## config.mk

```make
export PLATFORM = sky130hd
export DESIGN_NAME = cipher_round_ctrl
export DESIGN_NICKNAME = d
export VERILOG_FILES = /design/src/rtl/cipher_pkg.sv /design/src/rtl/cipher_round_ctrl_round_counter.sv /design/src/rtl/cipher_round_ctrl.sv
export SDC_FILE = /design/constraint.sdc
export NUM_CORES = 1
export LEC_CHECK = 0
export ABC_AREA = 1
export BUFFER_PORTS_ARGS = -buffer_cell sky130_fd_sc_hd__buf_2
export CAP_MARGIN = 20
export CORE_MARGIN = 2
export CORE_UTILIZATION = 39
export DETAILED_ROUTE_END_ITERATION = 12
export HOLD_SLACK_MARGIN = 0.06
export SLEW_MARGIN = 10
export SYNTH_ARGS = -nofsm -noshare
export SYNTH_HDL_FRONTEND = slang
export SYNTH_SLANG_ARGS = --single-unit
```

## constraint.sdc

```tcl
create_clock -name clk -period 1.5 [get_ports clk]
set_input_delay 0.15 -clock clk [delete_from_list [all_inputs] [get_ports clk]]
set_output_delay 0.15 -clock clk [all_outputs]
set_load 0.01 [all_outputs]
```

## src/rtl/cipher_pkg.sv

```systemverilog
// Shared FSM encoding, round-index width and mode-update rule for cipher_round_ctrl.
package cipher_pkg;

   localparam int ROUND_IDX_W = 4;

   typedef enum logic [1:0] {
      ST_IDLE  = 2'd0,
      ST_ROUND = 2'd1,
      ST_DONE  = 2'd2
   } state_t;

   // Conflicting encrypt/decrypt requests in the same cycle cancel out.
   function automatic logic mode_next(input logic cur, input logic set_enc, input logic set_dec);
      logic nxt;
      nxt = cur;
      if (set_enc && !set_dec) nxt = 1'b0;
      else if (set_dec && !set_enc) nxt = 1'b1;
      return nxt;
   endfunction

endpackage

```

## src/rtl/cipher_round_ctrl_round_counter.sv

```systemverilog
// Round counter: clear wins over enable, subkey index reversed for decrypt, terminal on last round.
// Index is combinational from the count register; no backpressure (the caller gates enable).
module round_counter
   import cipher_pkg::*;
#(
   parameter int NUM_ROUNDS = 16
) (
   input  logic                   clk,
   input  logic                   n_reset,
   input  logic                   clear,
   input  logic                   enable,
   input  logic                   dir_dec,
   output logic [ROUND_IDX_W-1:0] round_idx,
   output logic                   terminal
);

   localparam logic [ROUND_IDX_W-1:0] LAST = ROUND_IDX_W'(NUM_ROUNDS - 1);

   logic [ROUND_IDX_W-1:0] count;

   always_ff @(posedge clk or negedge n_reset) begin
      if (!n_reset) begin
         count <= '0;
      end else if (clear) begin
         count <= '0;
      end else if (enable) begin
         count <= count + ROUND_IDX_W'(1);
      end
   end

   assign round_idx = dir_dec ? (LAST - count) : count;
   assign terminal  = (count == LAST);

endmodule

```

## src/rtl/cipher_round_ctrl.sv

```systemverilog
// Cipher round sequencer: load -> NUM_ROUNDS rounds -> result held until out_ready; out_valid at T+NUM_ROUNDS+1.
// Optional CIPHER_BYPASS_EN adds a bypass input that skips the rounds; blk_ready only while idle with key ready.
module cipher_round_ctrl
   import cipher_pkg::*;
#(
   parameter int NUM_ROUNDS = 16
) (
   input  logic                   clk,
   input  logic                   n_reset,
   input  logic                   key_ready,
   input  logic                   set_encrypt,
   input  logic                   set_decrypt,
   input  logic                   blk_valid,
`ifdef CIPHER_BYPASS_EN
   input  logic                   bypass,
`endif
   output logic                   blk_ready,
   output logic                   load_en,
   output logic                   round_en,
   output logic [ROUND_IDX_W-1:0] round_idx,
   output logic                   mode_dec,
   output logic                   out_valid,
   input  logic                   out_ready,
   output logic                   busy,
   output logic                   err_nokey
);

   state_t                 state;
   logic                   mode_reg;
   logic                   nokey_seen;
   logic                   xfer;
   logic                   nokey;
   logic                   skip_rounds;
   logic                   last_round;
   logic [ROUND_IDX_W-1:0] cnt_idx;

`ifdef CIPHER_BYPASS_EN
   assign skip_rounds = bypass;
`else
   assign skip_rounds = 1'b0;
`endif

   assign blk_ready = (state == ST_IDLE) && key_ready;
   assign xfer      = blk_valid && blk_ready;
   // A block offered while reset is held must not appear to be loaded.
   assign load_en   = xfer && n_reset;
   assign round_en  = (state == ST_ROUND);
   assign out_valid = (state == ST_DONE);
   assign busy      = (state != ST_IDLE);
   assign round_idx = round_en ? cnt_idx : '0;
   assign nokey     = (state == ST_IDLE) && blk_valid && !key_ready;

   round_counter #(
      .NUM_ROUNDS (NUM_ROUNDS)
   ) u_round_counter (
      .clk       (clk),
      .n_reset   (n_reset),
      .clear     (xfer),
      .enable    (round_en),
      .dir_dec   (mode_dec),
      .round_idx (cnt_idx),
      .terminal  (last_round)
   );

   always_ff @(posedge clk or negedge n_reset) begin
      if (!n_reset) begin
         state      <= ST_IDLE;
         mode_reg   <= 1'b0;
         mode_dec   <= 1'b0;
         err_nokey  <= 1'b0;
         nokey_seen <= 1'b0;
      end else begin
         // Pulse only on the first cycle of an unserviceable offer.
         err_nokey  <= nokey && !nokey_seen;
         nokey_seen <= nokey;
         mode_reg   <= mode_next(mode_reg, set_encrypt, set_decrypt);
         case (state)
            ST_IDLE: begin
               if (xfer) begin
                  mode_dec <= mode_reg;
                  state    <= skip_rounds ? ST_DONE : ST_ROUND;
               end
            end
            ST_ROUND: begin
               if (last_round) state <= ST_DONE;
            end
            ST_DONE: begin
               if (out_ready) state <= ST_IDLE;
            end
            default: state <= ST_IDLE;
         endcase
      end
   end

endmodule

```

==> results.ini, run 1 <==
[worst_setup_path]
crit_arrival_ns = 1.26
worstPathCellList = nor2_2 -> nand3_2 -> nor2_1 -> buf_2
cpMaxStageDelayCell = dfrtp_1
endpoint_kind = output port
cpLargestDelayFamily = simple AND/OR/NAND/NOR gates
reg2reg_depth = 5
critPathLaunchType = flip-flop
path_class = flip-flop to output port
cp_max_fo = 8
cp.required_ns = 1.35
crit_buf_inv = 1
slowest_delay_ns = 0.42
worst-path-stages = 4

[die]
io-pin-count = 18
die_h_um = 41.27
initial_core_util_pct = 41.63
die_w_um = 41.27
dieArea_um2 = 1703
coreArea_um2 = 1301
placementRows = 13

[yosys]
synth.area.mux_share_pct = 0
ys_seq_elements = 10
synthSimpleGateAreaFrac_pct = 26.10
syn_nets = 76
synth_top_family_by_area = simple AND/OR/NAND/NOR gates
synth_area_um2 = 541.8
synth_fa_ha_area_share_pct = 4.619
synth_compound_area_share_pct = 5.774
yosysUniqueCellTypes = 18
yosysSeqAreaShare_pct = 46.19
yosys.area.top_type_share_pct = 46.19
synth-xor-area-share_pct = 8.083
yosysWarnings = 0
synth.area.top_cells = dfrtp_1 (46%), nand2_1 (9.7%), inv_1 (8.3%)
synth_area_leader_cell = dfrtp_1
synth_cells = 67
syn-mean-instance-area_um2 = 8.086

[detailed_routing]
drt_first_pass_iters = 2
wl_per_cell_um = 9.716
via_per_inst = 4.539
drc = 0
drtIter0Drc = 4
drt-total-wl_um = 991
vias = 463
ant_nets = 0

[cells_and_area]
synthToLayoutAreaGrowth_pct = 25.17
largestRegisters = u_round_counter.count (4), state (2)
fin_nets = 98
drive_gt1_share_pct = 27.59
largest_register_ffs = 4
num_antenna_cells = 0
top_register = u_round_counter.count

[clocking]
numCtsBuffers = 3
post-cts-setup-buffers = 0
clock-sinks = 10
clockBufferDepth = 2
clk_latency_ns = 0.26
cts-root-buf = clkbuf_4
h-tree-depth = 1
path_clk_slew_ns = 0.06
cts_tree = built

[timing]
finalHoldViolations = 0
slew_headroom_pct = 82.00
rsz0062_at_grt = no
slew_viol_final = 0
fin_hold_ws_ns = 0.08159
skew_ns = 0.002508
tightest_slew_ns = 0.2699
setup_viol = 0
fin_crit_sh_pct = 93.72
finalCriticalPeriod_ns = 1.406
max_freq_mhz = 711.3
setup_tns_ns = 0

[placement]
port_buffers = 17
place.gp.congestion = 0.7705
dpl.hpwl_um = 793.3

[pwr]
p_per_area_nw_per_um2 = 1991
leakagePower_nw = 0.3807
power_w = 0.001350
irDropWorstVdd_v = 0.0008970

[grt]
grt_pass1_wl_um = 1587
grt.overflow.total = 0
antenna_found_initial = 0
grt_pass1_vias = 387
track_usage_pct = 15.58
grt_max_degree = 12

[hold_path]
hold_depth = 2
min_path_type = input pin to flip-flop

[status]
status = complete, no violations

[job]
drv_cap = 0

## cell type report
cell class              count  area [um^2]
fillers                   136        623.1
flip-flops and latches     10        250.2
multi-input cells          44        246.5
repair buffers             18        95.09
inverters                  12        45.04
clock buffers               3        22.52
well taps                  15        18.77
## repair_timing
action / 4_1_cts / 5_1_grt
hold endpoints to repair: 10 / 0
hold buffers: 1 / 0
endpoints found under the setup margin: 0 / 2
resized for setup: 0 / 2
## metal layers
layer | part of all wire, % | up-vias | track usage [%]
li1 | - | 249 | -
met1 | 47 | 197 | 17.11
met2 | 44 | 13 | 23.44
met3 | 6.6 | 4 | 9.783
met4 | 1.6 | 0 | 7.258
met5 | 0 | - | 0
## kinds of logic after synthesis
kind of cell               count (synthesis)
and+or+nand+nor                           31
buffers and inverters                     13
DFF                                       10
AOI/OAI and AO/OA                          6
xor gates and xnor gates                   5
adders and majority gates                  2
## synthesized netlist by cell type
cell,instances
dfrtp_1,10
xnor2_1,4
nor3_1,1
nor2_4,1
o22ai_1,1
nand2_1,14
nor2_1,8
nand3_1,4
nor4_1,1
buf_2,1
xor2_1,1
o21ai_1,1
a21oi_1,2
nand3_2,1
inv_1,12
o21ai_0,2
nand4_1,1
ha_1,2
## power by group
part / switching (W) / internal (W)
registers: 0.000133 / 0.000362
logic: 0.000371 / 0.000309
clock network: 0.0000833 / 0.0000923
## per-stage QoR
step | std cells | setup slack [ns] | instance area (um^2) | utilization, %
after floorplan | 67 | 0.3907 | 541.8 | -
after global placement | 98 | 0.3574 | 640.6 | 49.23
after detailed placement | 98 | 0.3396 | 640.6 | 49.23
after CTS | 102 | 0.04234 | 673.1 | 51.73
after global routing | 102 | 0.01335 | 678.2 | 52.12
final | 102 | 0.09416 | 678.2 | 52.12
## path summary, 6_finish.rpt
| kind | start | to | slack, ns |
|---|---|---|---|
| setup reg to reg | u_round_counter.count[0] | u_round_counter.count[1] | 0.46 |
| hold reg to reg | nokey_seen | err_nokey | 0.42 |
| setup / recovery | state[1] | load_en | 0.09 |
| min in group asynchronous | n_reset | err_nokey | 0.28 |
| max in group asynchronous | n_reset | u_round_counter.count[0] | 1.02 |
| hold / removal | out_ready | state[1] | 0.08 |
## cells in the final DEF, fill, tap and decap left out, types with 2 or more instances in the layout
cell	n
buf_2	17
inv_1	12
dfrtp_1	10
xnor2_1	4
o21ai_0	2
nand3_1	4
nor2_1	7
a21oi_1	2
nand2_1	13
ha_1	2
clkbuf_4	3
Note: power is estimated with default switching activity, not from simulation.
==> inputs of run 2 (changes only) <==
Settings changed: SYNTH_HIERARCHICAL set to 1.
Clock period 1.5 ns to 1.35 ns, I/O delays scaled along.
==> run 2 against run 1 <==
Net effect: worst hold slack gained 0.042 ns; largest cell class is now multi-input combinational cells; non-clock buffer count is 5 higher; combinational power up 45%; critical endpoint unchanged; core utilization grew 6.3 points; setup slack got worse by 0.075 ns; synthesized cell count increased by 3.0%; sequential power grew 15%; critical path depth did not move; area after synthesis is 2.1% higher; final cell count grew 8.8%; clock skew increased by 0.0053 ns; global-route usage shrank 2.2 points.
==> results.ini, run 2 <==
[cells_and_area]
fin_nets = 106  ; +8.2%
final_common_cell = buf_2
largestRegisters = u_round_counter/count (4), state (2)
multiInputGateArea_um2 = 270.3  ; +9.6%
synthToLayoutAreaGrowth_pct = 39.14
top_register = u_round_counter/count
fin_cells = 111  ; +8.8%
final_cell_mix = buf_2 (17), inv_1 (12), nor2_1 (11), nand2_1 (11), dfrtp_1 (7)
largest_register_ffs = 4  ; unchanged
num_antenna_cells = 0  ; unchanged
final_core_util_pct = 58.40  ; +6.3 points
drive_gt1_share_pct = 41.67  ; +14 points
fillers = 131  ; -3.7%
seq_area_um2 = 254.0  ; +1.5%

[yosys]
yosysWarnings = 6  ; +6
yosysUniqueCellTypes = 17  ; -1
synth_cells = 69  ; +3.0%
synthTopCellsByCount = inv_1 (12), nor2_1 (12), nand2_1 (11), dfrtp_1 (10)
syn_nets = 78  ; +2.6%
synth_area_leader_cell = dfrtp_1
synth.area.top_cells = dfrtp_1 (45%), inv_1 (8.1%), nor2_1 (8.1%)
yosys.area.top_type_share_pct = 45.25  ; -0.94 points
synth_area_um2 = 553.0  ; +2.1%
yosysSeqAreaShare_pct = 45.25  ; -0.94 points
ys_seq_elements = 10  ; unchanged
ys_async_sr_fraction_pct = 100.0  ; unchanged
syn-mean-instance-area_um2 = 8.015  ; -0.88%
synth_edf_count = 0  ; unchanged
synthFlopType = dfrtp_1

[worst_setup_path]
critPathLaunchType = flip-flop
reg2reg_slack_ns = 0.16  ; -0.30 ns
reg2reg_depth = 7  ; +2
cp_max_fo = 4  ; -4
crit_start = state[0]
reg2reg_to = u_round_counter/count[1]
path_class = flip-flop to output port
cp.required_ns = 1.22  ; -0.13 ns
crit_arrival_ns = 1.20  ; -0.06 ns
r2r_start = state[0]
endpoint_kind = output port

[hold_path]
hold_start = key_ready
min_path_type = input pin to flip-flop
hold_path_end = err_nokey
hold_depth = 2  ; unchanged

[detailed_routing]
met2_length_um = 521  ; +18%
m1WireLength_um = 518  ; +10%
wl_met3_um = 62  ; -4.6%
drt_first_pass_iters = 4  ; +2
wl_per_cell_um = 10.05  ; +3.4%
drc = 0  ; unchanged
via_per_inst = 4.432  ; -2.4%
drtIter0Drc = 12  ; +8
drt-total-wl_um = 1115  ; +13%
vias = 492  ; +6.3%
highest_layer = met4
ant_nets = 0  ; unchanged

[pwr]
p_switching_w = 0.0007807  ; +33%
switching_share_pct = 42.95  ; -0.53 points
power_frac_seq_pct = 31.2  ; -5.5 points
p_int_w = 0.001037  ; +36%
p_per_area_nw_per_um2 = 2362  ; +19%
power_w = 0.001818  ; +35%
irDropWorstVdd_v = 0.001081  ; +21%
pwr-share-comb_pct = 54.2  ; +3.9 points
p_clk_share_pct = 14.6  ; +1.6 points
leakagePower_nw = 0.4366  ; +15%

[placement]
dpl.cell_count = 102  ; +4.1%
dpl.hpwl_um = 808.5  ; +1.9%
port_buffers = 17  ; unchanged
place_ws_ns = 0.1977  ; -0.1419 ns
place.gp.congestion = 0.7296  ; -5.3%

[timing]
setup_tns_ns = 0  ; unchanged
fin_crit_sh_pct = 98.62
finalCriticalPeriod_ns = 1.331
finalHoldViolations = 0  ; unchanged
slew_headroom_pct = 67.66  ; -14 points
tightest_slew_ns = 0.4834  ; +0.2135 ns
rsz0062_at_grt = yes
max_freq_mhz = 751.1
worst_slack_ns = 0.01868  ; -0.07548 ns
setup_viol = 0  ; unchanged
slew_viol_final = 0  ; unchanged
skew_ns = 0.007776  ; +0.005268 ns

[grt]
antenna_found_initial = 0  ; unchanged
grt.overflow.total = 0  ; unchanged
track_usage_pct = 13.41  ; -2.2 points
grt_pass1_wl_um = 1704  ; +7.4%
grt_max_degree = 11  ; -1
grt_pass1_vias = 380  ; -1.8%

[die]
initial_core_util_pct = 41.98  ; +0.34 points
placementRows = 13  ; unchanged
die_h_um = 41.66  ; +0.93%
coreArea_um2 = 1318  ; +1.2%
dieArea_um2 = 1735  ; +1.9%
die_w_um = 41.66  ; +0.93%
io-pin-count = 18  ; unchanged

[clocking]
numCtsBuffers = 3  ; unchanged
clockBufferDepth = 2  ; unchanged
clock-sinks = 10  ; unchanged
cts-root-buf = clkbuf_4
path_clk_slew_ns = 0.07  ; about the same
cts_tree = built
h-tree-depth = 1  ; unchanged
clk_latency_ns = 0.26  ; about the same

[status]
status = complete, no violations

[job]
drv_cap = 0  ; unchanged

[run 2: final cells by class]
cell class / instances / area share, %
inverter: 14 / 7.154
clock buffer: 4 / 4.715
sequential: 10 / 33.01
timing repair buffer: 23 / 17.56
multi-input combinational: 45 / 35.12
tap: 15 / 2.439
[run 2: worst max path at each step]
| stage | end |
|---|---|
| after detailed placement | state[1] |
| after CTS | round_idx[0] |
| final | load_en |
| after global placement | state[1] |
| after global routing | load_en |
| after floorplan | u_round_counter/count[3] |
[run 2: logic make-up after synthesis]
| kind of cell | synth area share [%] |
|---|---|
| adders and majority gates | 4.524 |
| DFF | 45.25 |
| AOI/OAI and AO/OA | 6.108 |
| and+or+nand+nor | 28.28 |
| buffers and inverters | 9.502 |
| xor gates and xnor gates | 6.334 |
[run 2: stage by stage]
stage               hold slack [ns]  cell area, um^2
floorplan                   -0.1606            553.0
global placement            0.01152            664.4
detailed placement          0.01251            664.4
CTS                         0.09556            720.7
global route                 0.1196            769.5
finish                       0.1231            769.5
[run 2: power groups by stage]
stage	clock network, W	registers (W)	logic [W]
after floorplan	0	0.000539	0.000587
after global placement	0	0.000555	0.000861
after detailed placement	0	0.000557	0.000869
after CTS	0.000275	0.000551	0.000877
after global routing	0.000287	0.000588	0.00110
final	0.000265	0.000568	0.000985
[run 2: metal layers]
| layer | track usage [%] | vias up |
|---|---|---|
| li1 | - | 267 |
| met1 | 17.17 | 211 |
| met2 | 19.38 | 12 |
| met3 | 6.087 | 2 |
| met4 | 5.806 | 0 |
| met5 | 0 | - |
[run 2: repair_timing]
| action | CTS | global route |
|---|---|---|
| cloned | 0 | 0 |
| resized for setup | 0 | 8 |
| endpoints found under the setup margin | 5 | 7 |
| hold buffers | 2 | 0 |
| setup buffers | 0 | 3 |
| endpoints found under the hold margin | 11 | 0 |
| pin swaps | 0 | 5 |
[run 2: critical path, stage by stage (launching register included)]
cell and delay (ns):
dfrtp_2 0.44, nor2_4 0.17, nand3_4 0.08, nor2_1 0.10
buf_2 0.14
